## config.mk

```make
export PLATFORM = sky130hd
export DESIGN_NAME = packet_serializer
export DESIGN_NICKNAME = d
export VERILOG_FILES = /design/src/rtl/packet_serializer.sv
export SDC_FILE = /design/constraint.sdc
export NUM_CORES = 1
export LEC_CHECK = 0
export BUFFER_PORTS_ARGS = -buffer_cell sky130_fd_sc_hd__buf_2
export CAP_MARGIN = 25
export CORE_ASPECT_RATIO = 1.1
export CORE_MARGIN = 5
export CORE_UTILIZATION = 45
export DETAILED_ROUTE_END_ITERATION = 8
export HOLD_SLACK_MARGIN = 0.05
export PLACE_DENSITY = 0.68
export SLEW_MARGIN = 20
export SYNTH_ARGS = -nofsm -noshare
export SYNTH_HDL_FRONTEND = slang
export SYNTH_SLANG_ARGS = --single-unit
```

## constraint.sdc

```tcl
create_clock -name clk -period 2.1 [get_ports clk]
set_clock_uncertainty 0.1 [all_clocks]
set_input_delay 0.105 -clock clk [delete_from_list [all_inputs] [get_ports clk]]
set_output_delay 0.105 -clock clk [all_outputs]
set_load 0.01 [all_outputs]
```

## src/rtl/packet_serializer.sv

```systemverilog
// packet_serializer: transmit side of the inspector wire format.
// Sends one packet per accepted request onto a 1-bit line, MSB first.
// Frame layout: 32-bit preamble, then a BODY_BITS-bit body. The body carries the 16-bit
// port at PORT_POS and the 8-bit session at SESS_POS. Every other body bit is 0.
// After the body the line is forced idle for GAP_BITS cycles.
//
// Ports
//   clk          rising-edge clock, one line bit per cycle
//   rst_n        asynchronous active-low reset
//   pkt_valid    send request, accepted when pkt_ready is high at a rising edge
//   pkt_port     16-bit port, latched on accept
//   pkt_session  8-bit session, latched on accept
//   tx_abort     synchronous abort of the frame in flight (preamble or body only)
//   pkt_ready    high only while idle
//   tx_data      registered serial line, 0 outside a frame
//   tx_busy      high during preamble, body and gap
//   tx_done      one-cycle pulse while the last body bit is on tx_data
//   tx_cnt       count of completed frames, wraps
module packet_serializer #(
  parameter logic [31:0] PREAMBLE  = 32'hA5A5A5A5,
  parameter int unsigned BODY_BITS = 256,
  parameter int unsigned PORT_POS  = 65,
  parameter int unsigned SESS_POS  = 137,
  parameter int unsigned GAP_BITS  = 2
) (
  input  logic        clk,
  input  logic        rst_n,
  input  logic        pkt_valid,
  input  logic [15:0] pkt_port,
  input  logic [7:0]  pkt_session,
  input  logic        tx_abort,
  output logic        pkt_ready,
  output logic        tx_data,
  output logic        tx_busy,
  output logic        tx_done,
  output logic [31:0] tx_cnt
);

  // Reject field placements that fall outside the body or overlap each other.
  if (PORT_POS < 1 || SESS_POS < 1 || BODY_BITS > 511 || GAP_BITS > 15 ||
      PORT_POS + 15 > BODY_BITS || SESS_POS + 7 > BODY_BITS ||
      !(PORT_POS + 16 <= SESS_POS || SESS_POS + 8 <= PORT_POS)) begin : g_param_err
    $error("packet_serializer: illegal BODY_BITS/PORT_POS/SESS_POS/GAP_BITS combination");
  end

  typedef enum logic [1:0] {StIdle, StPre, StBody, StGap} state_e;

  localparam logic [8:0] BodyLast = 9'(BODY_BITS);
  localparam logic [3:0] GapLast  = 4'(GAP_BITS);

  state_e      state;
  logic [5:0]  pre_cnt;    // preamble bit index currently on the line, 0 = PREAMBLE[31]
  logic [8:0]  body_cnt;   // body bit number currently on the line, 1..BODY_BITS
  logic [3:0]  gap_cnt;    // gap cycle currently on the line, 1..GAP_BITS
  logic [15:0] port_q;
  logic [7:0]  sess_q;
  logic [31:0] frame_cnt;

  // Value of body bit n (numbered from 1) for the latched fields.
  function automatic logic body_bit(input logic [8:0] n, input logic [15:0] port,
                                    input logic [7:0] sess);
    int unsigned nn;
    int unsigned off;
    nn = 32'(n);
    off = 0;
    body_bit = 1'b0;
    if (nn >= PORT_POS && nn < PORT_POS + 16) begin
      off = nn - PORT_POS;
      body_bit = port[4'(15 - off)];
    end else if (nn >= SESS_POS && nn < SESS_POS + 8) begin
      off = nn - SESS_POS;
      body_bit = sess[3'(7 - off)];
    end
  endfunction

  always_ff @(posedge clk or negedge rst_n) begin
    if (!rst_n) begin
      state     <= StIdle;
      pre_cnt   <= '0;
      body_cnt  <= '0;
      gap_cnt   <= '0;
      port_q    <= '0;
      sess_q    <= '0;
      tx_data   <= 1'b0;
      tx_done   <= 1'b0;
      frame_cnt <= '0;
    end else begin
      tx_done <= 1'b0;
      // The frame counts in the cycle its last bit is driven, so a late abort cannot undo it.
      if (tx_done) frame_cnt <= frame_cnt + 32'd1;

      unique case (state)
        StIdle: begin
          tx_data <= 1'b0;
          if (pkt_valid) begin
            state   <= StPre;
            pre_cnt <= '0;
            port_q  <= pkt_port;
            sess_q  <= pkt_session;
            tx_data <= PREAMBLE[31];
          end
        end

        StPre: begin
          if (tx_abort) begin
            tx_data <= 1'b0;
            if (GAP_BITS == 0) begin
              state <= StIdle;
            end else begin
              state   <= StGap;
              gap_cnt <= 4'd1;
            end
          end else if (pre_cnt == 6'd31) begin
            state    <= StBody;
            body_cnt <= 9'd1;
            tx_data  <= body_bit(9'd1, port_q, sess_q);
            tx_done  <= (BodyLast == 9'd1);
          end else begin
            pre_cnt <= pre_cnt + 6'd1;
            tx_data <= PREAMBLE[5'(6'd30 - pre_cnt)];
          end
        end

        StBody: begin
          // Last bit already on the line: the frame is complete even if abort is high now.
          if (body_cnt == BodyLast || tx_abort) begin
            tx_data <= 1'b0;
            if (GAP_BITS == 0) begin
              state <= StIdle;
            end else begin
              state   <= StGap;
              gap_cnt <= 4'd1;
            end
          end else begin
            body_cnt <= body_cnt + 9'd1;
            tx_data  <= body_bit(body_cnt + 9'd1, port_q, sess_q);
            tx_done  <= (body_cnt + 9'd1 == BodyLast);
          end
        end

        StGap: begin
          tx_data <= 1'b0;
          if (gap_cnt == GapLast) begin
            state <= StIdle;
          end else begin
            gap_cnt <= gap_cnt + 4'd1;
          end
        end

        default: begin
          state   <= StIdle;
          tx_data <= 1'b0;
        end
      endcase
    end
  end

  assign pkt_ready = (state == StIdle);
  assign tx_busy   = (state != StIdle);
  assign tx_cnt    = frame_cnt;

endmodule

```

# ---- Yosys cells after proc, flatten, opt, wreduce, memory -nomap -nowiden
# Memories as Yosys holds them, arrays and structs flattened.
# Index checks and enable logic that the tools add are counted.
# Widths: inputs -> output; s select.
dict set report op_classes {
  n_reduce_logical 13
  muxes 32
  order_cmp 7
  n_addsub 9
  n_eq_ne 17
}
# cell count
set op_table {}
lappend op_table {{$add 32x1->32 const B} 1}
lappend op_table {{$mux 9} 3}
lappend op_table {{$eq 9x9->1 const B} 2}
lappend op_table {{$mux 6} 3}
lappend op_table {{$ne 2x2->1 const B} 9}
lappend op_table {{$pmux 9 s2} 1}
lappend op_table {{$reduce_and 4->1} 4}
lappend op_table {{$mux 4} 3}
lappend op_table {{$pmux 4 s3} 1}
lappend op_table {{$pmux 6 s2} 1}
lappend op_table {{$mux 1} 11}
lappend op_table {{$mux 2} 5}
lappend op_table {{$add 9x1->9 const B} 1}
lappend op_table {{$ge 9x7->1 const B} 1}
lappend op_table {{$ge 9x8->1 const B} 1}
lappend op_table {{$lt 9x7->1 const B} 1}
lappend op_table {{$lt 9x8->1 const B} 1}
lappend op_table {{$pmux 2 s4} 1}
lappend op_table {{$add 6x1->6 const B} 1}
lappend op_table {{$eq 6x5->1 const B} 1}
lappend op_table {{$lt 5x6->1 const B} 1}
lappend op_table {{$reduce_bool 2->1} 3}
lappend op_table {{$lt 4x5->1 const B} 1}
lappend op_table {{$sub 5x5->5 const A} 1}
lappend op_table {{18 further kinds} 20}
dict set report totals {
  elab_cells 88
  register_bits 79
  mem_count 1
  rom_bits 32
  in_bits 28
  output_inout_bits 36
}
# name words word_bits rd rd_ports_with_merged_regs wr line_no
set memory_table {}
lappend memory_table {{(no name shown)} 32 1 1 0 0 120} ;# tx_data <= PREAMBLE[5'(6'd30 - pre_cnt)];

# ---- Longest topological paths before layout
dict set report logic_depth {
  depth_word 9
  ltp_mapped 10
  ltp_nobuf 8
}

# ---- Least setup slack after synthesis
# Ideal clock, no wire load.
dict set report synth_timing {
  path_kind {register to register}
  start {register body_cnt[0]}
  end {register tx_data}
  setup_ps 76
  path_stages_with_launch 11
  synth_period_minus_slack_ps 2243
  path_slack_ps -143
  n_path_buf 2
  t_required_ps 1924
  arrival_ps 2067
  path_cell_list {dfrtp_1 > buf_4 > inv_1 > ha_1 > clkbuf_1 > or3_1 > o211ai_1 > and3_1 > a2bb2oi_1 > nor2_1 > o21ai_1}
}
dict set report synth_between {
  elab_chain_cells 9
  elab_cells_between_ends 21
  classes_between {5 x add/sub; 4 x order compare; 1 x eq/ne; 8 x mux; 3 x reduce/logical}
}
# item line_no
set synth_lines {}
lappend synth_lines {{start: declaration} 53} ;# logic [8:0] body_cnt;
lappend synth_lines {{start signal: assignment} 135} ;# body_cnt <= body_cnt + 9'd1;
lappend synth_lines {{branches (longest 7 deep; another with $add 9x1->9)} -}
lappend synth_lines {{$mux 1 *} 126} ;# if (body_cnt == BodyLast || tx_abort) begin
lappend synth_lines {{$pmux 1 s4 *} 92} ;# unique case (state)
lappend synth_lines {{end signal: assignment} 100} ;# tx_data <= PREAMBLE[31];
lappend synth_lines {{end signal: assignment} 120}
lappend synth_lines {{end signal: assignment} 136} ;# tx_data <= body_bit(body_cnt + 9'd1, port_q, sess_q);
lappend synth_lines {{end: declaration} 33} ;# output logic tx_data,
# Mark *: on every way between the ends. The select of a mux whose other input is x is not followed.
# A chain may end at the register's enable or synchronous reset.

# ---- Final worst setup path
dict set report layout_timing {
  start {register body_cnt[3]}
  end {register tx_data}
}
dict set report layout_between {
  elab_chain_cells 8
  elab_cells_between_ends 17
  classes_between {3 x add/sub; 4 x order compare; 1 x eq/ne; 6 x mux; 3 x reduce/logical}
}
# item line_no
set layout_lines {}
lappend layout_lines {{$add 9x1->9} 136}
lappend layout_lines {{$sub 4x1->4} 68} ;# off = nn - PORT_POS;
lappend layout_lines {{$sub 1x4->4} 69} ;# body_bit = port[4'(15 - off)];
lappend layout_lines {{$bmux 1 s4} 69}
lappend layout_lines {{$mux 1 (implied by the code)} 69}
lappend layout_lines {{$mux 1} 67} ;# if (nn >= PORT_POS && nn < PORT_POS + 16) begin
lappend layout_lines {{$mux 1 *} 126}
lappend layout_lines {{$pmux 1 s4 *} 92}
# Every way passes the cells marked *; elsewhere a longest branch is shown, timed or not. The select of a mux whose other input is x is not followed.

==> run metrics <==
Compound-Gate Fraction of Synth Area 0.0840; Worst Tran Pin Value 0.536 ns; Via density 5.26; Avg WL per Cell approximately 15 µm; Final nets 528; vias in the first global route 3267; count leader, synth dfrtp_1; GR Util All Layers 0.174; largest family of logic cells by synthesized area simple AND/OR/NAND/NOR gates; fin crit share 0.971; sum of net half-perimeters after detailed placement 6270 µm; mean post-synth cell area 10.7 µm²; largest net degree at the start of global routing 47; Critical Path Source Type register; Peak VDD IR 0.643 mV; main area contributors after synthesis dfrtp_1 (49%), mux2_2 (7.2%), xnor2_1 (6.9%), nand2_1 (4.2%), mux4_2 (3.3%); fmax 0.490 GHz; count of maximum capacitance violations 0; main flop type after synthesis dfrtp_1; I/O Pins 64; Layout Utilization 0.591; syn nets around 420; asr flop ratio synth 1.00; Register-to-Register Setup Slack about 0.061 ns; Synth Area in Simple Gates 0.170; mux contribution to synthesized area 0.106; Via Count 3211; layout cell share with drive strength beyond 1 0.317; Chip Height 109 µm; Fill cells 781; router iterations before antenna repair 4; status finished, final reports clean; Total Wirelength 9200 µm; HP Class input port to register; Initial Util 0.457; first-pass GRT wire length approximately 15000 µm; Root Buffer Master clkbuf_8; drt drc 0; DIE AREA 11000 µm²; CTS Buf Count 9; Placer Congestion 0.918; Slew Limit Fails 0; r2r worst-path depth 7; chip width 100 µm; min-delay src tx_abort; Fin. Hold Viols 0; Slew HR 0.639; CP endpoint kind register; register bit total from synthesis 79; Post-Synthesis Cell Area approximately 4000 µm²; Std-Cell Rows 36; non-filler instance count after layout 610; Max Used Layer met4; Ys Warns 0; Crit Path Class register to register; Worst Hold Depth 4; CTS tree yes; met2 routed WL 4600 µm; final setup vio count 0; Pleak approximately 2.4 nW; grt ovf 0; core box area 8830 µm²; Reg clk slew, reported paths 0.09 ns; Cell Pwr Density 1010 nW/µm²; synthesis-to-finish area growth 29.1%; Critical Path AT 2.17 ns; post-CTS setup repair buffer count 0; initial antenna violation count 0; Antenna Violating Nets Remaining 0; post-placement cell count 568; clk_lat worst skew 0.34 ns; WP data required 2.23 ns; reg2reg end tx_data$_DFF_PN0_; Hold Path End tx_done$_DFF_PN0_; min cycle time layout just over 2 ns; H-tree levels 3; Post-Synthesis Cells 377; clk sinks 79; Seq/Total Area, Yosys 0.489; xor/xnor share of the synthesized area 0.0908; Synth top cells by count dfrtp_1 (79), nand2_1 (45), xnor2_1 (32); Clock Path Buffers 2; Yosys top cell by area dfrtp_1; met1 WL 3920 µm; EDFF count, synth 0; initial DRC count approximately 170; reg2reg start body_cnt[3]$_DFFE_PN0P_; post-synth top area share 0.489; adder-cell share of the synthesized area 0.0310; Port Buf Inserts 63; post-synth cell types 50; Worst Path Max Fanout 6; DR WL met3 between 400 and 500 µm
==> placed cells by master, fill, tap and decap left out, types with 2 or more instances in the layout <==
cell type,count
ha_1,7
buf_12,2
and4_1,3
nand2_1,45
buf_4,24
o31ai_1,6
dlygate4sd3_1,25
nand4_1,9
dfrtp_2,2
inv_6,2
inv_2,2
nand3_1,14
buf_2,62
nand2b_1,3
mux4_2,6
o21ai_0,20
xnor2_1,32
bufinv_16,2
a31oi_1,3
nor3_1,8
and3_1,9
a21oi_1,5
mux2_2,26
nor2_1,25
nor2b_1,2
ha_2,2
xor2_1,8
clkinvlp_4,2
clkbuf_8,9
dfrtp_1,77
or3_1,3
inv_1,15
nor4_1,2
o21ai_1,3
==> cell type report <==
cell class / count / area (µm²) / area share
multi-input combinational: 270 / 2020 / 0.388
sequential: 79 / 1980 / 0.380
timing repair buffer: 113 / 781 / 0.150
tap: 114 / 143 / 0.0274
clock buffer: 10 / 128 / 0.0245
clock inverter: 6 / 92.6 / 0.0178
inverter: 17 / 63.8 / 0.0122
antenna: 1 / 2.50 / 0.000480
==> layer usage <==
metal / vias up / global-route usage
met3: 17 / 0.0336
met2: 75 / 0.285
li1: 1545 / -
met1: 1574 / 0.223
met5: - / 0
met4: 0 / 0.0857
==> report_power, final <==
group | leakage (nW) | internal (W) | switching [W]
Clock | 0.104 | 0.000679 | 0.000576
Combinational | 1.28 | 0.000998 | 0.000975
Sequential | 1.04 | 0.00184 | 0.000196
Total | 2.42 | 0.00352 | 0.00175
==> state kept, by name (all words and copies together) (netlist names) <==
register  count
port_q       16
tx_data       1
body_cnt      9
tx_done       1
pre_cnt       6
tx_cnt       32
gap_cnt       4
state         2
sess_q        8
==> worst max path at each step <==
stage	slack, ns	start	end
floorplan	-0.02	body_cnt[0]$_DFFE_PN0P_	tx_data$_DFF_PN0_
global placement	0.08	body_cnt[0]$_DFFE_PN0P_	gap_cnt[3]$_DFFE_PN0P_
detailed placement	-0.02	body_cnt[1]$_DFFE_PN0P_	gap_cnt[3]$_DFFE_PN0P_
CTS	0.02	body_cnt[0]$_DFFE_PN0P_	tx_data$_DFF_PN0_
global route	-0.04	pre_cnt[1]$_DFFE_PN0P_	body_cnt[2]$_DFFE_PN0P_
finish	0.06	body_cnt[3]$_DFFE_PN0P_	tx_data$_DFF_PN0_
==> worst max-delay path: stages, from the launching register on <==
cell and delay, ns:
dfrtp_1 0.48, buf_4 0.19, xnor2_1 0.11, and3_1 0.17, o21ai_0 0.45, a2111oi_4 0.16, a31oi_1 0.19, o21ai_1 0.08
==> cell families after synthesis <==
group                      count (synthesis)
and+or+nand+nor                          136
DFF                                       79
AOI/OAI and AO/OA                         51
xor gates and xnor gates                  41
muxes                                     32
buffers and inverters                     28
adders and majority gates                 10
==> timing repair <==
item,in CTS,in global routing
setup endpoints to repair,2,14
hold buffers,25,0
pin swaps,4,4
gates resized for setup,3,13
endpoints found under the hold margin,103,0
==> metrics by stage <==
stage	power (W)	setup WS, ns	setup TNS, ns	cell area, µm²	hold slack, ns
after floorplan	0.00330	-0.0161	-0.0161	4050	-0.291
final	0.00526	0.0612	0	5210	0.116
after global routing	0.00560	-0.0406	-0.116	5210	0.120
after detailed placement	0.00390	-0.0218	-0.0399	4670	-0.0129
after CTS	0.00521	0.0200	0	5160	0.0723
after global placement	0.00381	0.0834	0	4670	-0.0190
Power figures use the tool's default switching activity.
